`src/rtl/alarm_key_entry_if.sv`:
```
// Keypad-side bundle for alarm_key_entry: key/button/tick inputs and buffer/strobe outputs.
// The master drives the keypad and buttons; the slave is the entry controller.
interface alarm_key_entry_if;
   logic       one_second;
   logic       key_valid;
   logic [3:0] key;
   logic       alarm_button;
   logic       time_button;
   logic [3:0] new_alarm_ms_hr;
   logic [3:0] new_alarm_ls_hr;
   logic [3:0] new_alarm_ms_min;
   logic [3:0] new_alarm_ls_min;
   logic       load_new_a;
   logic       load_new_c;
   logic       show_new_time;
   logic       show_a;
   logic       entry_error;

   modport master (
      output one_second, key_valid, key, alarm_button, time_button,
      input  new_alarm_ms_hr, new_alarm_ls_hr, new_alarm_ms_min, new_alarm_ls_min,
      input  load_new_a, load_new_c, show_new_time, show_a, entry_error
   );

   modport slave (
      input  one_second, key_valid, key, alarm_button, time_button,
      output new_alarm_ms_hr, new_alarm_ls_hr, new_alarm_ms_min, new_alarm_ls_min,
      output load_new_a, load_new_c, show_new_time, show_a, entry_error
   );
endinterface

```
`src/rtl/alarm_key_entry.sv`:
```
// Keypad entry controller: shifts digits into an HH:MM buffer, validates it and commits it
// to the alarm register or clock preset on a button edge; abandons entry after a timeout.
module alarm_key_entry #(
   parameter int unsigned TIMEOUT_S = 10
) (
   input logic               clk,
   input logic               reset,
   alarm_key_entry_if.slave  kp
);
   localparam int unsigned TimerW = $clog2(TIMEOUT_S + 1);
   localparam logic [TimerW-1:0] TimerLast = TimerW'(TIMEOUT_S - 1);
   localparam logic [TimerW-1:0] TimerMax  = {TimerW{1'b1}};

   typedef enum logic [1:0] {StIdle, StShowAlarm, StEntry} state_e;

   state_e            state;
   logic [TimerW-1:0] timer;
   logic              alarm_q;
   logic              time_q;
   logic [3:0]        ms_hr;
   logic [3:0]        ls_hr;
   logic [3:0]        ms_min;
   logic [3:0]        ls_min;
   logic              load_a;
   logic              load_c;
   logic              error;
   logic              show_new;
   logic              show_alarm;

   logic alarm_edge;
   logic time_edge;
   logic digit;
   logic buf_valid;

   assign alarm_edge = kp.alarm_button & ~alarm_q;
   assign time_edge  = kp.time_button & ~time_q;
   assign digit      = kp.key_valid & (kp.key <= 4'd9);

   // Hours may reach 23 only: units limited to 3 once the tens digit is 2.
   assign buf_valid = (ms_hr <= 4'd2) &&
                      (ls_hr <= ((ms_hr == 4'd2) ? 4'd3 : 4'd9)) &&
                      (ms_min <= 4'd5) &&
                      (ls_min <= 4'd9);

   always_ff @(posedge clk or posedge reset) begin
      if (reset) begin
         state      <= StIdle;
         timer      <= '0;
         alarm_q    <= 1'b0;
         time_q     <= 1'b0;
         ms_hr      <= 4'd0;
         ls_hr      <= 4'd0;
         ms_min     <= 4'd0;
         ls_min     <= 4'd0;
         load_a     <= 1'b0;
         load_c     <= 1'b0;
         error      <= 1'b0;
         show_new   <= 1'b0;
         show_alarm <= 1'b0;
      end else begin
         alarm_q <= kp.alarm_button;
         time_q  <= kp.time_button;
         load_a  <= 1'b0;
         load_c  <= 1'b0;
         error   <= 1'b0;
         unique case (state)
            StIdle: begin
               show_new   <= 1'b0;
               show_alarm <= 1'b0;
               if (digit) begin
                  {ms_hr, ls_hr, ms_min} <= 12'h000;
                  ls_min   <= kp.key;
                  timer    <= '0;
                  show_new <= 1'b1;
                  state    <= StEntry;
               end else if (alarm_edge) begin
                  show_alarm <= 1'b1;
                  state      <= StShowAlarm;
               end
            end
            StShowAlarm: begin
               if (kp.alarm_button) begin
                  show_alarm <= 1'b1;
               end else begin
                  show_alarm <= 1'b0;
                  state      <= StIdle;
               end
            end
            StEntry: begin
               if (alarm_edge && time_edge) begin
                  // Ambiguous commit: stay put and let the user try again.
                  timer <= '0;
               end else if (alarm_edge || time_edge) begin
                  timer    <= '0;
                  show_new <= 1'b0;
                  state    <= StIdle;
                  if (buf_valid) begin
                     load_a <= alarm_edge;
                     load_c <= time_edge;
                  end else begin
                     error                           <= 1'b1;
                     {ms_hr, ls_hr, ms_min, ls_min} <= 16'h0000;
                  end
               end else if (digit) begin
                  ms_hr  <= ls_hr;
                  ls_hr  <= ms_min;
                  ms_min <= ls_min;
                  ls_min <= kp.key;
                  timer  <= '0;
               end else if (kp.one_second) begin
                  if (timer == TimerLast) begin
                     {ms_hr, ls_hr, ms_min, ls_min} <= 16'h0000;
                     timer    <= '0;
                     show_new <= 1'b0;
                     state    <= StIdle;
                  end else if (timer != TimerMax) begin
                     timer <= timer + 1'b1;
                  end
               end
            end
            default: begin
               state <= StIdle;
            end
         endcase
      end
   end

   assign kp.new_alarm_ms_hr  = ms_hr;
   assign kp.new_alarm_ls_hr  = ls_hr;
   assign kp.new_alarm_ms_min = ms_min;
   assign kp.new_alarm_ls_min = ls_min;
   assign kp.load_new_a       = load_a;
   assign kp.load_new_c       = load_c;
   assign kp.entry_error      = error;
   assign kp.show_new_time    = show_new;
   assign kp.show_a           = show_alarm;
endmodule
```
`src/flat_wrapper.sv`:
```
// flat-port wrapper written by rule: the top's interface ports become plain ports
module alarm_key_entry_flat 
#(
   parameter int unsigned TIMEOUT_S = 10
)
  (clk, reset, kp_one_second, kp_key_valid, kp_key, kp_alarm_button, kp_time_button, kp_new_alarm_ms_hr, kp_new_alarm_ls_hr, kp_new_alarm_ms_min, kp_new_alarm_ls_min, kp_load_new_a, kp_load_new_c, kp_show_new_time, kp_show_a, kp_entry_error);
  alarm_key_entry_if kp_i ();
  input logic clk;
  input logic reset;
  input wire logic [$bits(kp_i.one_second)-1:0] kp_one_second;
  input wire logic [$bits(kp_i.key_valid)-1:0] kp_key_valid;
  input wire logic [$bits(kp_i.key)-1:0] kp_key;
  input wire logic [$bits(kp_i.alarm_button)-1:0] kp_alarm_button;
  input wire logic [$bits(kp_i.time_button)-1:0] kp_time_button;
  output wire logic [$bits(kp_i.new_alarm_ms_hr)-1:0] kp_new_alarm_ms_hr;
  output wire logic [$bits(kp_i.new_alarm_ls_hr)-1:0] kp_new_alarm_ls_hr;
  output wire logic [$bits(kp_i.new_alarm_ms_min)-1:0] kp_new_alarm_ms_min;
  output wire logic [$bits(kp_i.new_alarm_ls_min)-1:0] kp_new_alarm_ls_min;
  output wire logic [$bits(kp_i.load_new_a)-1:0] kp_load_new_a;
  output wire logic [$bits(kp_i.load_new_c)-1:0] kp_load_new_c;
  output wire logic [$bits(kp_i.show_new_time)-1:0] kp_show_new_time;
  output wire logic [$bits(kp_i.show_a)-1:0] kp_show_a;
  output wire logic [$bits(kp_i.entry_error)-1:0] kp_entry_error;
  assign kp_i.one_second = kp_one_second;
  assign kp_i.key_valid = kp_key_valid;
  assign kp_i.key = kp_key;
  assign kp_i.alarm_button = kp_alarm_button;
  assign kp_i.time_button = kp_time_button;
  assign kp_new_alarm_ms_hr = kp_i.new_alarm_ms_hr;
  assign kp_new_alarm_ls_hr = kp_i.new_alarm_ls_hr;
  assign kp_new_alarm_ms_min = kp_i.new_alarm_ms_min;
  assign kp_new_alarm_ls_min = kp_i.new_alarm_ls_min;
  assign kp_load_new_a = kp_i.load_new_a;
  assign kp_load_new_c = kp_i.load_new_c;
  assign kp_show_new_time = kp_i.show_new_time;
  assign kp_show_a = kp_i.show_a;
  assign kp_entry_error = kp_i.entry_error;
  alarm_key_entry #(.TIMEOUT_S(TIMEOUT_S)) u_core (.clk(clk), .reset(reset), .kp(kp_i));
endmodule
```
`config.mk`:
```
export PLATFORM = sky130hd
export DESIGN_NAME = alarm_key_entry_flat
export DESIGN_NICKNAME = d
export VERILOG_FILES = /design/src/rtl/alarm_key_entry_if.sv /design/src/rtl/alarm_key_entry.sv /design/src/flat_wrapper.sv
export SDC_FILE = /design/constraint.sdc
export NUM_CORES = 1
export LEC_CHECK = 0
export CORE_MARGIN = 4
export CORE_UTILIZATION = 54
export DETAILED_ROUTE_END_ITERATION = 7
export PLACE_DENSITY = 0.84
export SYNTH_ARGS = -nofsm -noshare
export SYNTH_HDL_FRONTEND = slang
export SYNTH_SLANG_ARGS = --single-unit
```
`constraint.sdc`:
```
create_clock -name clk -period 5.1 [get_ports clk]
set_input_delay 0.765 -clock clk [delete_from_list [all_inputs] [get_ports clk]]
set_output_delay 0.765 -clock clk [all_outputs]
set_load 0.02 [all_outputs]
```
==> impl_metrics.csv <==
group,metric,value,unit
sta,finalHoldViolations,0,
critical_path,crit_type,"primary input to flip-flop",
placed_design,hpwl,2.207,mm
global_route,antenna_found_initial,0,
synthesis,synth_area_leader_cell,"dfrtp_1",
die,num_io_pins,31,
route,drt_wl_total,2.979,mm
critical_path,cp-end-kind,"flip-flop",
synthesis,yosysTopAreaCellShare,0.4870,
layout,layout-drive-gt1-share,0.1375,
layout,most-common-layout-cells,"30 x clkdlybuf4s50_1, 29 x dfrtp_1, 7 x o21ai_0, 7 x inv_1",
die,start_util,0.5855,
pwr,powerDensity,312.4,nW/um^2
clocking,cts-root-buf,"clkbuf_4",
sta,clock_skew,0.006032,ns
route,first_iter_violations,28,
global_route,grt_usage,0.1873,
critical_path,crit_path_max_fanout,16,
clocking,cts_setup_buffers,0,
route,drc,0,
clocking,cts_resized,0,
synthesis,yosys.cell_types.count,40,
placed_design,place.gp.congestion,0.8660,
pwr,vdd.ir_drop.worst,0.2648,mV
route,routed_via_density,5.874,
synthesis,yosys-top-cells-area,"dfrtp_1 49%, a22o_2 4.0%, a22o_1 3.5%, ha_1 3.4%, mux2i_1 2.7%",
layout,nets,173,
sta,fmax,383.1,MHz
critical_path,critical_path_arrival,2.86,ns
critical_path,required,5.35,ns
synthesis,syn_avg_cell_area,11.55,um^2
route,ant_nets,0,
critical_path,r2r_end,"u_core.kp.new_alarm_ls_min[0]",
synthesis,ys_warn_count,0,
die,dieArea,3664,um^2
synthesis,yosys.area_share.xor_xnor,0,
clocking,cts_buffers,5,
sta,min_period,2.610,ns
synthesis,muxShareOfSynthArea,0.03442,
clocking,clock_sinks,29,
layout,final_common_cell,"clkdlybuf4s50_1",
critical_path,ff2ff_setup_slack,2.82,ns
pwr,p_leak,0.8390,nW
critical_path,reg2regPathDepth,8,
clocking,clk_pin_slew,0.09,ns
sta,drv_slew,0,
die,core,2545,um^2
route,routedWlPerCell,15.68,um
sta,setup-tns-final,0,ns
clocking,clk_latency,0.33,ns
critical_path,crit_path_max_incr_delay,0.67,ns
synthesis,syn-cell-area,1490,um^2
route,vias,1116,
clocking,holdBufCountCts,0,
sta,maxSlewHeadroom,0.3082,
critical_path,worstPathCellList,"clkdlybuf4s50_1, nor2b_1, nor2_1, o31ai_4, mux2i_1",
critical_path,crit_path_end,"u_core.kp.new_alarm_ls_min[0]",
global_route,grt_pass1_vias,1107,
die,die_w,60.53,um
die,die_h,60.53,um
placed_design,io_buffers,30,
flow_run,cap_violations,0,
synthesis,yosysSeqAreaShare,0.4870,
clocking,htreeDepth,2,
route,firstDrtPassIters,4,
global_route,grt_start_max_net_pins,30,
synthesis,synth_top_family_by_area,"compound AO/OA/AOI/OAI gates",
sta,rsz0062_at_grt,"no",
placed_design,place_inst,182,
outcome,status,"completed",
synthesis,synthSimpleGateAreaFrac,0.1763,
critical_path,startpoint_type,"primary input",
synthesis,ys_seq_elements,29,
layout,n_antenna_cell,0,
global_route,grt_pass1_wl,4.878,mm
layout,area_growth,22.33,%
critical_path,r2r-start,"u_core.kp.new_alarm_ms_hr[2]",
layout,fin_cells,190,
synthesis,syn-instance-count,129,
synthesis,synth_compound_area_frac,0.2007,
global_route,grt.overflow.total,0,
sta,final.period_utilization,0.5118,
synthesis,synthAdderAreaFrac,0.03359,
sta,tightest_slew,1.037,ns
worst_hold_path,min_path_type,"flip-flop to flip-flop",
critical_path,cp_slowest_cell,"o31ai_4",
clocking,cts_tree,"built",
synthesis,syn-num-nets,143,
sta,final-setup-viol-count,0,
die,rows,18,
critical_path,startpoint,"kp_alarm_button",
clocking,cts_buffer_depth,2,
worst_hold_path,whs_path_depth,1,
synthesized netlist by cell type:
cell type	n
nor4_1	4
o31ai_1	4
nand2b_4	1
ha_1	4
o31ai_4	1
inv_1	7
mux2_1	1
dfrtp_1	29
a22oi_1	1
buf_2	2
or3_1	2
a22o_2	6
buf_8	1
nand2_1	3
o21ai_0	7
nor3_1	4
buf_4	1
nand3b_1	1
nor2_1	6
or2b_1	2
nor2b_1	3
nand3_1	2
nor2_4	1
nor4b_1	2
nand3_2	1
a221oi_2	1
a21o_1	3
o31ai_2	1
buf_12	1
nand2_2	1
o21ai_1	2
buf_6	2
nor3b_1	2
a211o_1	2
and4b_1	3
nand2b_1	1
a22o_1	6
a21oi_1	3
nor3_2	1
mux2i_1	4
critical path: cells and delay by family:
family / cells / cell delay [ns]
AOI/OAI and AO/OA: 1 / 0.67
buffers and inverters: 1 / 0.50
muxes: 1 / 0.29
and+or+nand+nor: 2 / 0.63
per-stage QoR:
stage / setup slack (ns) / power (mW) / instance area [um^2] / hold WS (ns) / utilization
finish: 2.490 / 0.5695 / 1823 / 0.4907 / 0.7163
CTS: 2.487 / 0.5749 / 1823 / 0.4958 / 0.7163
floorplan: 3.032 / 0.3680 / 1490 / 0.5130 / -
global route: 2.235 / 0.5991 / 1823 / 0.5086 / 0.7163
detailed placement: 2.149 / 0.4179 / 1753 / 0.4769 / 0.6888
global placement: 2.281 / 0.4129 / 1753 / 0.4587 / 0.6888
worst min-delay path by stage:
stage / startpoint / endpoint / slack, ns
detailed placement: u_core.kp.show_a / u_core.kp.show_a / 0.48
global placement: u_core.kp.show_a / u_core.kp.show_a / 0.46
global route: u_core.kp.show_a / u_core.kp.show_a / 0.51
CTS: u_core.kp.show_a / u_core.kp.show_a / 0.50
floorplan: u_core.timer[1] / u_core.timer[1] / 0.51
finish: u_core.kp.show_a / u_core.kp.show_a / 0.49
state kept, by name, summed over array words and instances, names as in the netlist, 2 cells and up:
name	cells
u_core.kp.new_alarm_ls_hr	4
u_core.kp.new_alarm_ls_min	4
u_core.kp.new_alarm_ms_hr	4
u_core.kp.new_alarm_ms_min	4
u_core.state	2
u_core.timer	4
routing by layer:
layer	up-vias	wire (um)	track usage
li1	541	-	-
met1	545	1220	0.2035
met2	23	1542	0.3333
met3	7	173	0.07021
met4	0	44	0.06811
met5	-	0	0
layout make-up:
type,instances,area [um^2]
clock buffer,7,65.06
fill,190,721.9
tap,30,37.54
sequential,29,725.7
multi-input combinational,86,663.1
inverter,7,26.28
clock inverter,1,5.005
timing repair buffer,30,300.3
where the power goes:
group	leakage, nW	switching [mW]	internal, mW
logic	0.410	0.0747	0.0649
registers	0.388	0.0218	0.250
clock network	0.0413	0.0783	0.0797
logic make-up (layout without fill, tap and decap cells):
logic type | Yosys count | count (layout)
fa+ha+maj | 4 | 4
mux | 5 | 5
compound gates | 37 | 37
simple gates | 40 | 40
buf+inv | 14 | 45
flops | 29 | 29
Note: power is estimated with default switching activity, not from simulation.
